===== config.mk =====
export PLATFORM = sky130hd
export DESIGN_NAME = des_expand_mix
export DESIGN_NICKNAME = d
export VERILOG_FILES = /design/src/rtl/des_pkg.sv /design/src/rtl/des_e_expand.sv /design/src/rtl/des_expand_mix.sv
export SDC_FILE = /design/constraint.sdc
export NUM_CORES = 1
export LEC_CHECK = 0
export BUFFER_PORTS_ARGS = -buffer_cell sky130_fd_sc_hd__clkbuf_2
export CORE_MARGIN = 3
export CORE_UTILIZATION = 35
export CTS_CLUSTER_SIZE = 25
export DETAILED_ROUTE_END_ITERATION = 16
export GPL_TIMING_DRIVEN = 0
export PLACE_DENSITY_LB_ADDON = 0.1
export SETUP_SLACK_MARGIN = 0.2
export SLEW_MARGIN = 10
export SYNTH_ARGS = -nofsm -noshare
export SYNTH_HDL_FRONTEND = slang
export SYNTH_SLANG_ARGS = --single-unit

===== constraint.sdc =====
create_clock -name clk -period 4.6 [get_ports clk]
set_input_delay 0.92 -clock clk [delete_from_list [all_inputs] [get_ports clk]]
set_output_delay 0.92 -clock clk [all_outputs]
set_load 0.03 [all_outputs]

===== src/rtl/des_pkg.sv =====
// Shared DES constants: expansion and permutation tables, S-box slicing helpers
// and the skid-buffer state encoding used by the round feeder.
package des_pkg;

    localparam int unsigned SBOX_W   = 6;
    localparam int unsigned NUM_SBOX = 8;
    localparam int unsigned R_W      = 32;
    localparam int unsigned E_W      = SBOX_W * NUM_SBOX;

    // Output bit k (1-based, MSB first) of E is DES R bit E_TABLE[k-1].
    localparam int unsigned E_TABLE [E_W] = '{
        32,  1,  2,  3,  4,  5,
         4,  5,  6,  7,  8,  9,
         8,  9, 10, 11, 12, 13,
        12, 13, 14, 15, 16, 17,
        16, 17, 18, 19, 20, 21,
        20, 21, 22, 23, 24, 25,
        24, 25, 26, 27, 28, 29,
        28, 29, 30, 31, 32,  1
    };

    // P permutation applied after the S-boxes by the downstream stage.
    localparam int unsigned P_TABLE [R_W] = '{
        16,  7, 20, 21, 29, 12, 28, 17,
         1, 15, 23, 26,  5, 18, 31, 10,
         2,  8, 24, 14, 32, 27,  3,  9,
        19, 13, 30,  6, 22, 11,  4, 25
    };

    // Encoding is {main_v, skid_v}; (0,1) is unreachable.
    typedef enum logic [1:0] {
        StEmpty = 2'b00,
        StOne   = 2'b10,
        StFull  = 2'b11
    } skid_state_t;

    // LSB position of the 6-bit address for S-box idx (0 = S1 ... 7 = S8).
    function automatic int unsigned sbox_lsb(input int unsigned idx);
        return E_W - SBOX_W * (idx + 1);
    endfunction

endpackage


===== src/rtl/des_e_expand.sv =====
// Combinational DES E expansion, 32 -> 48 bits. Bit n of the DES numbering
// sits at vector index (width - n) on both sides.
module des_e_expand
    import des_pkg::*;
(
    input  logic [R_W-1:0] r_in,
    output logic [E_W-1:0] e_out
);

    // Pure wiring: each output bit picks one input bit from the E table.
    for (genvar k = 0; k < E_W; k++) begin : g_bit
        assign e_out[E_W-1-k] = r_in[R_W-E_TABLE[k]];
    end

endmodule


===== src/rtl/des_expand_mix.sv =====
// Feistel round feeder: E(R) xor K registered behind a valid/ready handshake,
// producing the 48-bit address bundle for S1..S8.
module des_expand_mix
    import des_pkg::*;
#(
    parameter int unsigned SKID = 1
) (
    input  logic           clk,
    input  logic           rst,
    input  logic           in_valid,
    output logic           in_ready,
    input  logic [R_W-1:0] r_half,
    input  logic [E_W-1:0] subkey,
    output logic           out_valid,
    input  logic           out_ready,
    output logic [E_W-1:0] sbox_addr
);

    logic [E_W-1:0] e_r;
    logic [E_W-1:0] mix;

    des_e_expand u_e_expand (
        .r_in  (r_half),
        .e_out (e_r)
    );

    assign mix = e_r ^ subkey;

    if (SKID != 0) begin : g_skid
        skid_state_t    state;
        logic [E_W-1:0] main_q;
        logic [E_W-1:0] skid_q;

        // in_ready depends only on the state flop, never on out_ready.
        assign in_ready  = (state != StFull);
        assign out_valid = state[1];
        assign sbox_addr = main_q;

        // Two-entry skid FSM; data registers load only on a transfer.
        always_ff @(posedge clk or posedge rst) begin
            if (rst) begin
                state  <= StEmpty;
                main_q <= '0;
                skid_q <= '0;
            end else begin
                unique case (state)
                    StEmpty: begin
                        if (in_valid) begin
                            main_q <= mix;
                            state  <= StOne;
                        end
                    end
                    StOne: begin
                        if (in_valid && out_ready) begin
                            main_q <= mix;
                        end else if (in_valid) begin
                            skid_q <= mix;
                            state  <= StFull;
                        end else if (out_ready) begin
                            state  <= StEmpty;
                        end
                    end
                    StFull: begin
                        if (out_ready) begin
                            main_q <= skid_q;
                            state  <= StOne;
                        end
                    end
                    default: state <= StEmpty;
                endcase
            end
        end
    end else begin : g_single
        logic           v_q;
        logic [E_W-1:0] d_q;

        // Combinational ready: a draining consumer frees the register this cycle.
        assign in_ready  = !v_q || out_ready;
        assign out_valid = v_q;
        assign sbox_addr = d_q;

        // Single output register with load-on-accept, clear-on-drain.
        always_ff @(posedge clk or posedge rst) begin
            if (rst) begin
                v_q <= 1'b0;
                d_q <= '0;
            end else if (in_valid && in_ready) begin
                v_q <= 1'b1;
                d_q <= mix;
            end else if (out_ready) begin
                v_q <= 1'b0;
            end
        end
    end

endmodule


==> impl_metrics.py, run 1 <==
metrics = {
    "run_status": {
        "outcome": "finished, final reports clean",
    },
    "worst_setup_path": {
        "worst_setup_path_end_kind": "flop",
        "reg2reg_from": "g_skid.state[1]$_DFFE_PP0P_",
        "reg2reg_slack_ns": 2.33,
        "path_max_fanout": 10,
        "reg2reg_depth": 6,
        "path_class": "reg -> reg",
        "crit_path_start_kind": "flop",
        "critPathArrivalTime_ns": 2.50,
        "crit_required_ns": 4.82,
        "r2r-end": "sbox_addr[9]$_DFFE_PP0P_",
    },
    "placed_design": {
        "port_buffers": 133,
        "place_congestion": 0.720,
        "placedCellCount": 734,
        "dp_hpwl_um": 7690,
    },
    "floorplanning": {
        "fp-row-count": 40,
        "die_h_um": 120,
        "fp.dieW_um": 120,
        "core_mm2": 0.0124,
        "start_util": 0.368,
        "die_area_mm2": 0.0144,
        "ioPinCount": 134,
    },
    "logic_synthesis": {
        "ys_warn_count": 0,
        "yosys.cell_types.count": 19,
        "synth_top_area_cell": "dfrtp_1",
        "synth_top_cell_area_share": 0.540,
        "ys_ff_latch": 98,
        "syn_avg_cell_area_um2": 10.5,
        "syn-cell-area_mm2": 0.00454,
        "netlist_top_cells_area": "dfrtp_1 54%, o21ai_0 11%, xnor2_1 9.4%, nand2_1 8.1%, mux2_2 7.4%",
        "yosysSeqAreaShare": 0.540,
        "synth_fp_nets": 521,
        "synthCells": 432,
    },
    "routing": {
        "drt-initial-drc-count": 175,
        "wl_um": 10500,
        "route.detailed.drc": 0,
        "vias_per_cell": 4.69,
        "vias": 3520,
        "drtPass1Iterations": 4,
        "wl_per_cell_um": 14.0,
        "ant_nets": 0,
    },
    "cts": {
        "cts_inserted_buffers": 9,
        "clock_sinks": 98,
        "post_cts_resized": 0,
        "hold_buffers": 0,
        "clk_pin_slew_ns": 0.06,
        "insertion_delay_ns": 0.34,
        "cts_tree": "yes",
        "post_cts_buffers": 0,
        "cts_root_buf": "clkbuf_16",
        "h-tree-depth": 3,
        "clk_path_buf_depth": 2,
    },
    "sta": {
        "setup_violations": 0,
        "tightest_slew_ns": 0.564,
        "timing.final.crit_period_ns": 2.27,
        "finalMaxSlewViolations": 0,
        "clock_skew_ns": 0.00281,
        "rsz0062_at_grt": "false",
        "slew_headroom": 0.624,
        "fin_worst_hold_slack_ns": 0.479,
        "fmaxAchievable_mhz": 440,
        "hold_viol": 0,
        "period_share": 0.494,
    },
    "finish": {
        "final_nets": 666,
        "syn2layout_area_growth_pct": 26.7,
        "final-instance-count-excl-fill": 750,
        "drive_above_1_share": 0.321,
        "diodes": 0,
        "final_util": 0.466,
    },
    "global_routing": {
        "antenna_found_initial": 0,
        "grt_max_degree": 57,
        "grt_pass1_vias": 3542,
        "grt_pass1_wl_um": 17800,
        "grt_use_total": 0.154,
        "grt-ovfl-total": 0,
    },
    "worst_hold_path": {
        "min_path_cells": 2,
        "min_from": "g_skid.skid_q[28]$_DFFE_PP0P_",
        "min_to": "g_skid.skid_q[28]$_DFFE_PP0P_",
        "hold_class": "reg -> reg",
    },
    "pwr": {
        "power_leakage_nw": 2.63,
        "power_density_mw_per_mm2": 712,
        "vdd.ir_drop.worst_mv": 0.309,
    },
    "job": {
        "maxCapViolCount": 0,
    },
}
## kinds of logic (layout without fill, tap and decap cells)
kind of cell	Yosys count	count (layout)	share of synthesized area
compound gates	99	99	0.112
flops	98	98	0.540
buf+inv	29	179	0.0303
mux	50	50	0.124
fa+ha+maj	5	5	0.0138
simple gates	102	102	0.0862
xor+xnor	49	49	0.0944
## where the power goes
part / internal (W) / switching [W]
clock network: 0.000448 / 0.000321
registers: 0.00131 / 0.000227
logic: 0.000695 / 0.00109
total: 0.00246 / 0.00164
## worst max-delay path by stage
stage	startpoint	end	slack, ns
2_1_floorplan	rst	g_skid.skid_q[0]$_DFFE_PP0P_	1.12
3_3_place_gp	rst	sbox_addr[27]$_DFFE_PP0P_	-0.18
3_5_place_dp	in_valid	sbox_addr[8]$_DFFE_PP0P_	2.08
4_1_cts	g_skid.state[1]$_DFFE_PP0P_	sbox_addr[8]$_DFFE_PP0P_	2.28
5_1_grt	g_skid.state[1]$_DFFE_PP0P_	sbox_addr[2]$_DFFE_PP0P_	2.09
6_report	g_skid.state[1]$_DFFE_PP0P_	sbox_addr[9]$_DFFE_PP0P_	2.33
## area by class of cell
class	instances	area, um^2
Sequential cell	98	2450
Buffer	25	123
Clock inverter	5	52.6
Tap cell	168	210
Multi-Input combinational cell	305	1950
Inverter	4	17.5
Clock buffer	11	253
Timing Repair Buffer	134	693
Fill cell	1231	6610
## cells in the mapped netlist
library cell,count
dfrtp_1,98
nand2_1,98
o21ai_0,96
xnor2_1,49
mux2_2,30
mux2_1,20
clkbuf_1,18
ha_1,5
inv_1,4
buf_1,2
buf_2,2
buf_8,2
nor2b_1,2
a2111oi_2,1
a211oi_1,1
a21oi_1,1
buf_4,1
nand3b_1,1
nor2_1,1
## metal layers
layer  share of wire  vias to the layer above  track usage
li1                -                     1732            -
met1            0.48                     1685        0.208
met2            0.45                       91        0.242
met3           0.054                       12       0.0320
met4           0.017                        0       0.0623
met5               0                        -            0
## registers in the layout (all words and copies together), names as in the netlist
signal and flops:
g_skid.skid_q 48, g_skid.state 2, sbox_addr 48
## critical path: stages (launching register included)
cell and delay (ns):
dfrtp_1 0.45, ha_1 0.31, nor2b_1 0.19, a2111oi_2 0.41, buf_4 0.29, buf_8 0.17, mux2_1 0.33
## per-stage QoR
step | power (W) | TNS [ns] | instance area (um^2) | setup slack (ns)
4_1_cts | 0.00417 | 0 | 5760 | 2.28
2_1_floorplan | 0.00283 | 0 | 4540 | 1.12
3_3_place_gp | 0.00333 | -17.54 | 5420 | -0.184
6_report | 0.00410 | 0 | 5760 | 2.33
5_1_grt | 0.00441 | 0 | 5760 | 2.09
3_5_place_dp | 0.00339 | 0 | 5450 | 2.08
## cells in the final DEF, fill, tap and decap left out, types with 3 or more instances in the layout
cell	n
clkbuf_16	9
xnor2_1	49
dfrtp_1	98
o21ai_0	96
clkbuf_1	18
clkinv_2	3
nand2_1	98
inv_1	3
mux2_2	30
mux2_1	20
clkbuf_2	133
ha_1	5
(Power assumes the default switching activity.)
==> run 2: changes to the inputs <==
- clock period: 4.6 -> 2 ns (I/O delays scaled with it)
==> run 2 against run 1 <==
Net effect:
- register-to-register slack worse by 2.2 ns
- clock-buffer cell count is 2 higher
- largest cell class unchanged
- core utilization is 2.1 points higher
- die area stayed put
- highest routed layer unchanged
- critical path type unchanged
- largest power group unchanged
- first-iteration DRC count is 17% lower
==> impl_metrics.py, run 2 (same netlist as run 1, synthesis figures left out) <==
metrics = {
    "run_status": {
        "outcome": "finished, final reports clean",
    },
    "floorplanning": {
        "die_h_um": 120,
        "fp-row-count": 40,
        "ioPinCount": 134,
        "die_area_mm2": 0.0144,
        "core_mm2": 0.0124,
        "fp.dieW_um": 120,
        "start_util": 0.368,
    },
    "routing": {
        "vias_per_cell": 4.67,
        "ant_nets": 0,
        "drtPass1Iterations": 5,
        "wl_per_cell_um": 14.5,
        "wl_um": 11000,
        "route.detailed.drc": 0,
        "drt-initial-drc-count": 146,
        "vias": 3544,
    },
    "sta": {
        "rsz0062_at_grt": "true",
        "tightest_slew_ns": 0.699,
        "finalMaxSlewViolations": 0,
        "period_share": 0.943,
        "hold_viol": 0,
        "fin_worst_hold_slack_ns": 0.149,
        "slew_headroom": 0.533,
        "tns_ns": 0,
        "timing.final.crit_period_ns": 1.89,
        "fmaxAchievable_mhz": 530,
        "clock_skew_ns": 0.00746,
        "setup_violations": 0,
    },
    "global_routing": {
        "grt-ovfl-total": 0,
        "grt_pass1_wl_um": 18900,
        "antenna_found_initial": 0,
        "grt_use_total": 0.164,
        "grt_max_degree": 37,
        "grt_pass1_vias": 3708,
    },
    "job": {
        "maxCapViolCount": 0,
    },
    "finish": {
        "drive_above_1_share": 0.384,
        "final_util": 0.487,
        "final_nets": 675,
        "final_common_cell": "clkbuf_2",
        "mostFrequentLayoutCells": "140 x clkbuf_2, 98 x nand2_1, 96 x o21ai_0, 96 x dfrtp_1, 49 x xnor2_1",
        "final-instance-count-excl-fill": 759,
        "syn2layout_area_growth_pct": 32.4,
        "diodes": 0,
    },
    "placed_design": {
        "dp_hpwl_um": 7970,
        "place_congestion": 0.760,
        "placedCellCount": 735,
        "port_buffers": 133,
    },
    "cts": {
        "cts_inserted_buffers": 9,
        "clk_pin_slew_ns": 0.07,
        "clk_path_buf_depth": 2,
        "cts_root_buf": "clkbuf_16",
        "insertion_delay_ns": 0.34,
        "cts_tree": "yes",
        "clock_sinks": 98,
        "h-tree-depth": 3,
        "hold_buffers": 0,
    },
    "worst_setup_path": {
        "critPathArrivalTime_ns": 2.11,
        "path_max_fanout": 10,
        "worst_setup_path_end_kind": "flop",
        "crit_path_start_kind": "flop",
        "path_class": "reg -> reg",
        "crit_required_ns": 2.22,
    },
    "pwr": {
        "power_density_mw_per_mm2": 1670,
        "power_leakage_nw": 2.79,
        "seqPwrFrac": 0.355,
        "p_switching_w": 0.00392,
        "p_comb_frac": 0.474,
        "switching_share": 0.389,
        "p_int_w": 0.00616,
        "vdd.ir_drop.worst_mv": 0.665,
        "p_clk_frac": 0.171,
    },
    "worst_hold_path": {
        "hold_class": "in -> async",
    },
}
run 2: changes by cell type in the layout (fill, tap and decap cells not counted), sizes merged:
cell / change
inv: -1
buf: +12
clkbuf: -1
clkinv: -1
run 2: power by group through the flow:
stage	Clock, W	Sequential [W]	Combinational [W]
finish	0.00172	0.00358	0.00478
global route	0.00186	0.00372	0.00524
CTS	0.00177	0.00359	0.00485
detailed placement	0	0.00361	0.00427
global placement	0	0.00357	0.00420
floorplan	0	0.00452	0.00209
run 2: path summary, 6_finish.rpt:
check | from | endpoint | slack, ns | cells past startpoint
worst max-delay path | g_skid.state[1]$_DFFE_PP0P_ | sbox_addr[13]$_DFFE_PP0P_ | 0.11 | 6
worst min-delay path | rst | sbox_addr[3]$_DFFE_PP0P_ | 0.15 | 2
worst max register to register | g_skid.state[1]$_DFFE_PP0P_ | sbox_addr[13]$_DFFE_PP0P_ | 0.11 | 6
worst min register to register | g_skid.skid_q[45]$_DFFE_PP0P_ | g_skid.skid_q[45]$_DFFE_PP0P_ | 0.48 | 2
max in group asynchronous | rst | g_skid.state[1]$_DFFE_PP0P_ | 1.24 | 3
min in group clk | r_half[1] | g_skid.skid_q[2]$_DFFE_PP0P_ | 0.38 | 3
run 2: worst max-delay path: stages (launching register included):
cell and delay (ns):
dfrtp_2 0.46, ha_4 0.18, nor2b_4 0.13, a2111oi_4 0.32
buf_4 0.19, buf_6 0.15, mux2_2 0.34
run 2: area by class of cell:
type	count	area [um^2]
fill	1174	6340
sequential	98	2450
multi-input combinational	305	2070
timing repair buffer	143	801
clock buffer	13	250
tap	168	210
buffer	25	169
clock inverter	3	40.0
inverter	4	18.8
run 2: timing repair:
action,in CTS,in global routing
setup endpoints to repair,95,80
cloned,1,0
resized for setup,40,15
pin swaps,2,0
buffers inserted,7,0
run 2: per-stage QoR:
| stage | cell area (um^2) | setup slack [ns] | power [W] |
|---|---|---|---|
| 6_report | 6020 | 0.115 | 0.0101 |
| 5_1_grt | 6020 | 0.0414 | 0.0108 |
| 4_1_cts | 6010 | 0.121 | 0.0102 |
| 3_5_place_dp | 5500 | -0.268 | 0.00788 |
| 3_3_place_gp | 5460 | -0.454 | 0.00777 |
| 2_1_floorplan | 4590 | 0.110 | 0.00661 |
run 2: per-layer routing:
metal | wire, um | GRT usage
met5 | 0 | 0
met4 | 161 | 0.0623
met3 | 475 | 0.0273
met2 | 5220 | 0.263
met1 | 5170 | 0.223
==> run 3: changes to the inputs <==
- clock period: 2 -> 1.53 ns (I/O delays scaled with it)
==> run 3 against run 2 <==
Net effect:
- the run now ends with negative setup slack left
- wire length grew 0.60%
- sequential share of layout area shrank 1.8 points
- clock power rose by 39%
- critical endpoint is now sbox_addr[11]$_DFFE_PP0P_
- largest cell class unchanged
- register-to-register slack worse by 0.49 ns
- sequential cell count unchanged
- final area rose by 4.6%
- hold slack improved by 0.12 ns
==> impl_metrics.py, run 3 (same netlist as run 1, synthesis figures left out) <==
metrics = {
    "sta": {
        "setup_violations": 99,
        "tightest_slew_ns": 0.446,
        "setup_ws_ns": -0.377,
        "period_share": 1.25,
        "rsz0062_at_grt": "true",
        "fin_worst_hold_slack_ns": 0.273,
        "finalMaxSlewViolations": 0,
        "timing.final.crit_period_ns": 1.91,
        "fmaxAchievable_mhz": 524,
        "hold_viol": 0,
        "slew_headroom": 0.702,
        "clock_skew_ns": 0.00400,
    },
    "worst_hold_path": {
        "hold_class": "in -> reg",
    },
    "cts": {
        "cts_root_buf": "clkbuf_16",
        "cts_tree": "yes",
        "cts_inserted_buffers": 9,
        "clk_pin_slew_ns": 0.06,
        "clock_sinks": 98,
        "clk_path_buf_depth": 2,
        "insertion_delay_ns": 0.34,
        "h-tree-depth": 3,
    },
    "placed_design": {
        "port_buffers": 133,
        "dp_hpwl_um": 7800,
        "place_congestion": 0.731,
        "place_area_mm2": 0.00557,
    },
    "routing": {
        "ant_nets": 0,
        "wl_um": 11100,
        "drtPass1Iterations": 4,
        "vias": 3568,
        "vias_per_cell": 4.65,
        "wl_per_cell_um": 14.4,
        "route.detailed.drc": 0,
        "drt-initial-drc-count": 173,
    },
    "global_routing": {
        "gr-usage-met1": 0.218,
        "antenna_found_initial": 0,
        "grt_max_degree": 33,
        "busiest_layer": "met2",
        "grt_use_total": 0.158,
        "grt_use_met3": 0.0358,
        "grt-ovfl-total": 0,
        "grt_pass1_vias": 3571,
        "grt_pass1_wl_um": 18100,
        "grtUsageMet2": 0.242,
    },
    "finish": {
        "mostFrequentLayoutCells": "132 x clkbuf_2, 98 x nand2_1, 96 x dfrtp_1",
        "design_area_mm2": 0.00629,
        "final_nets": 684,
        "seq_area_mm2": 0.00245,
        "multi_input_area_mm2": 0.00214,
        "drive_above_1_share": 0.415,
        "syn2layout_area_growth_pct": 38.4,
        "diodes": 0,
        "final_common_cell": "clkbuf_2",
        "fillCellCount": 1195,
        "final_util": 0.509,
    },
    "run_status": {
        "outcome": "finished with violations",
        "violations": "negative setup slack",
    },
    "pwr": {
        "vdd.ir_drop.worst_mv": 1.03,
        "power_density_mw_per_mm2": 2230,
        "power_leakage_nw": 2.96,
    },
    "floorplanning": {
        "start_util": 0.368,
        "die_h_um": 120,
        "fp.dieW_um": 120,
        "core_mm2": 0.0124,
        "ioPinCount": 134,
        "fp-row-count": 40,
        "die_area_mm2": 0.0144,
    },
    "worst_setup_path": {
        "crit_path_start_kind": "flop",
        "critPathArrivalTime_ns": 2.14,
        "worst_setup_path_end_kind": "flop",
        "path_class": "reg -> reg",
        "crit_required_ns": 1.76,
        "path_max_fanout": 5,
    },
    "job": {
        "maxCapViolCount": 0,
    },
}
==> run 3: changes by cell type in the layout (fill, tap and decap cells not counted), sizes merged <==
cell,change
dlygate4sd3,+1
clkbuf,+1
buf,+9
clkinv,-2
==> run 3: worst max-delay path: stages (launching register included) <==
cell and delay [ns]:
dfrtp_2 0.46, ha_4 0.18, nor2b_4 0.13, a2111oi_4 0.26, buf_4 0.19, buf_12 0.14
clkbuf_16 0.15, mux2_4 0.29
==> run 3: report_power, final <==
group	internal, W	leakage, nW	switching [W]	total [W]
clock	0.00145	0.156	0.000944	0.00239
sequential	0.00396	1.19	0.000729	0.00469
combinational	0.00334	1.61	0.00363	0.00697
==> run 3: timing repair <==
action,in CTS,in global routing
endpoints found under the setup margin,100,100
hold endpoints to repair,8,0
hold buffers,1,0
setup buffers,6,5
resized for setup,39,48
pin swaps,2,0
cloned,0,4
==> run 3: metal layers <==
layer / vias up / part of all wire
met5: - / 0
li1: 1765 / -
met2: 110 / 0.44
met4: 0 / 0.017
met3: 16 / 0.059
met1: 1677 / 0.48
==> run 3: area by class of cell <==
class / count / share of cell area
buffer: 25 / 0.0328
clock buffer: 15 / 0.0457
clock inverter: 1 / 0.00477
inverter: 4 / 0.00298
multi-input combinational: 305 / 0.341
sequential: 98 / 0.390
tap: 168 / 0.0334
timing repair buffer: 152 / 0.149
==> run 3: path summary, 6_finish.rpt <==
kind,slack (ns),start,endpoint,cells past startpoint
max in group asynchronous,0.60,rst,sbox_addr[29]$_DFFE_PP0P_,4
worst min-delay path,0.27,r_half[17],g_skid.skid_q[26]$_DFFE_PP0P_,3
worst max-delay path,-0.38,g_skid.state[0]$_DFFE_PP0P_,sbox_addr[11]$_DFFE_PP0P_,7
worst max register to register,-0.38,g_skid.state[0]$_DFFE_PP0P_,sbox_addr[11]$_DFFE_PP0P_,7
worst min register to register,0.48,g_skid.skid_q[45]$_DFFE_PP0P_,g_skid.skid_q[45]$_DFFE_PP0P_,2
min in group asynchronous,0.47,rst,g_skid.skid_q[2]$_DFFE_PP0P_,3
==> run 3: metrics by stage <==
stage / setup TNS [ns] / instances / total power, W / worst slack, ns
global route: -29.36 / 768 / 0.0150 / -0.428
finish: -20.90 / 768 / 0.0141 / -0.377
detailed placement: -39.59 / 736 / 0.0105 / -0.529
floorplan: -16.50 / 432 / 0.00887 / -0.365
global placement: -105.52 / 733 / 0.0104 / -0.832
CTS: -18.59 / 759 / 0.0135 / -0.355
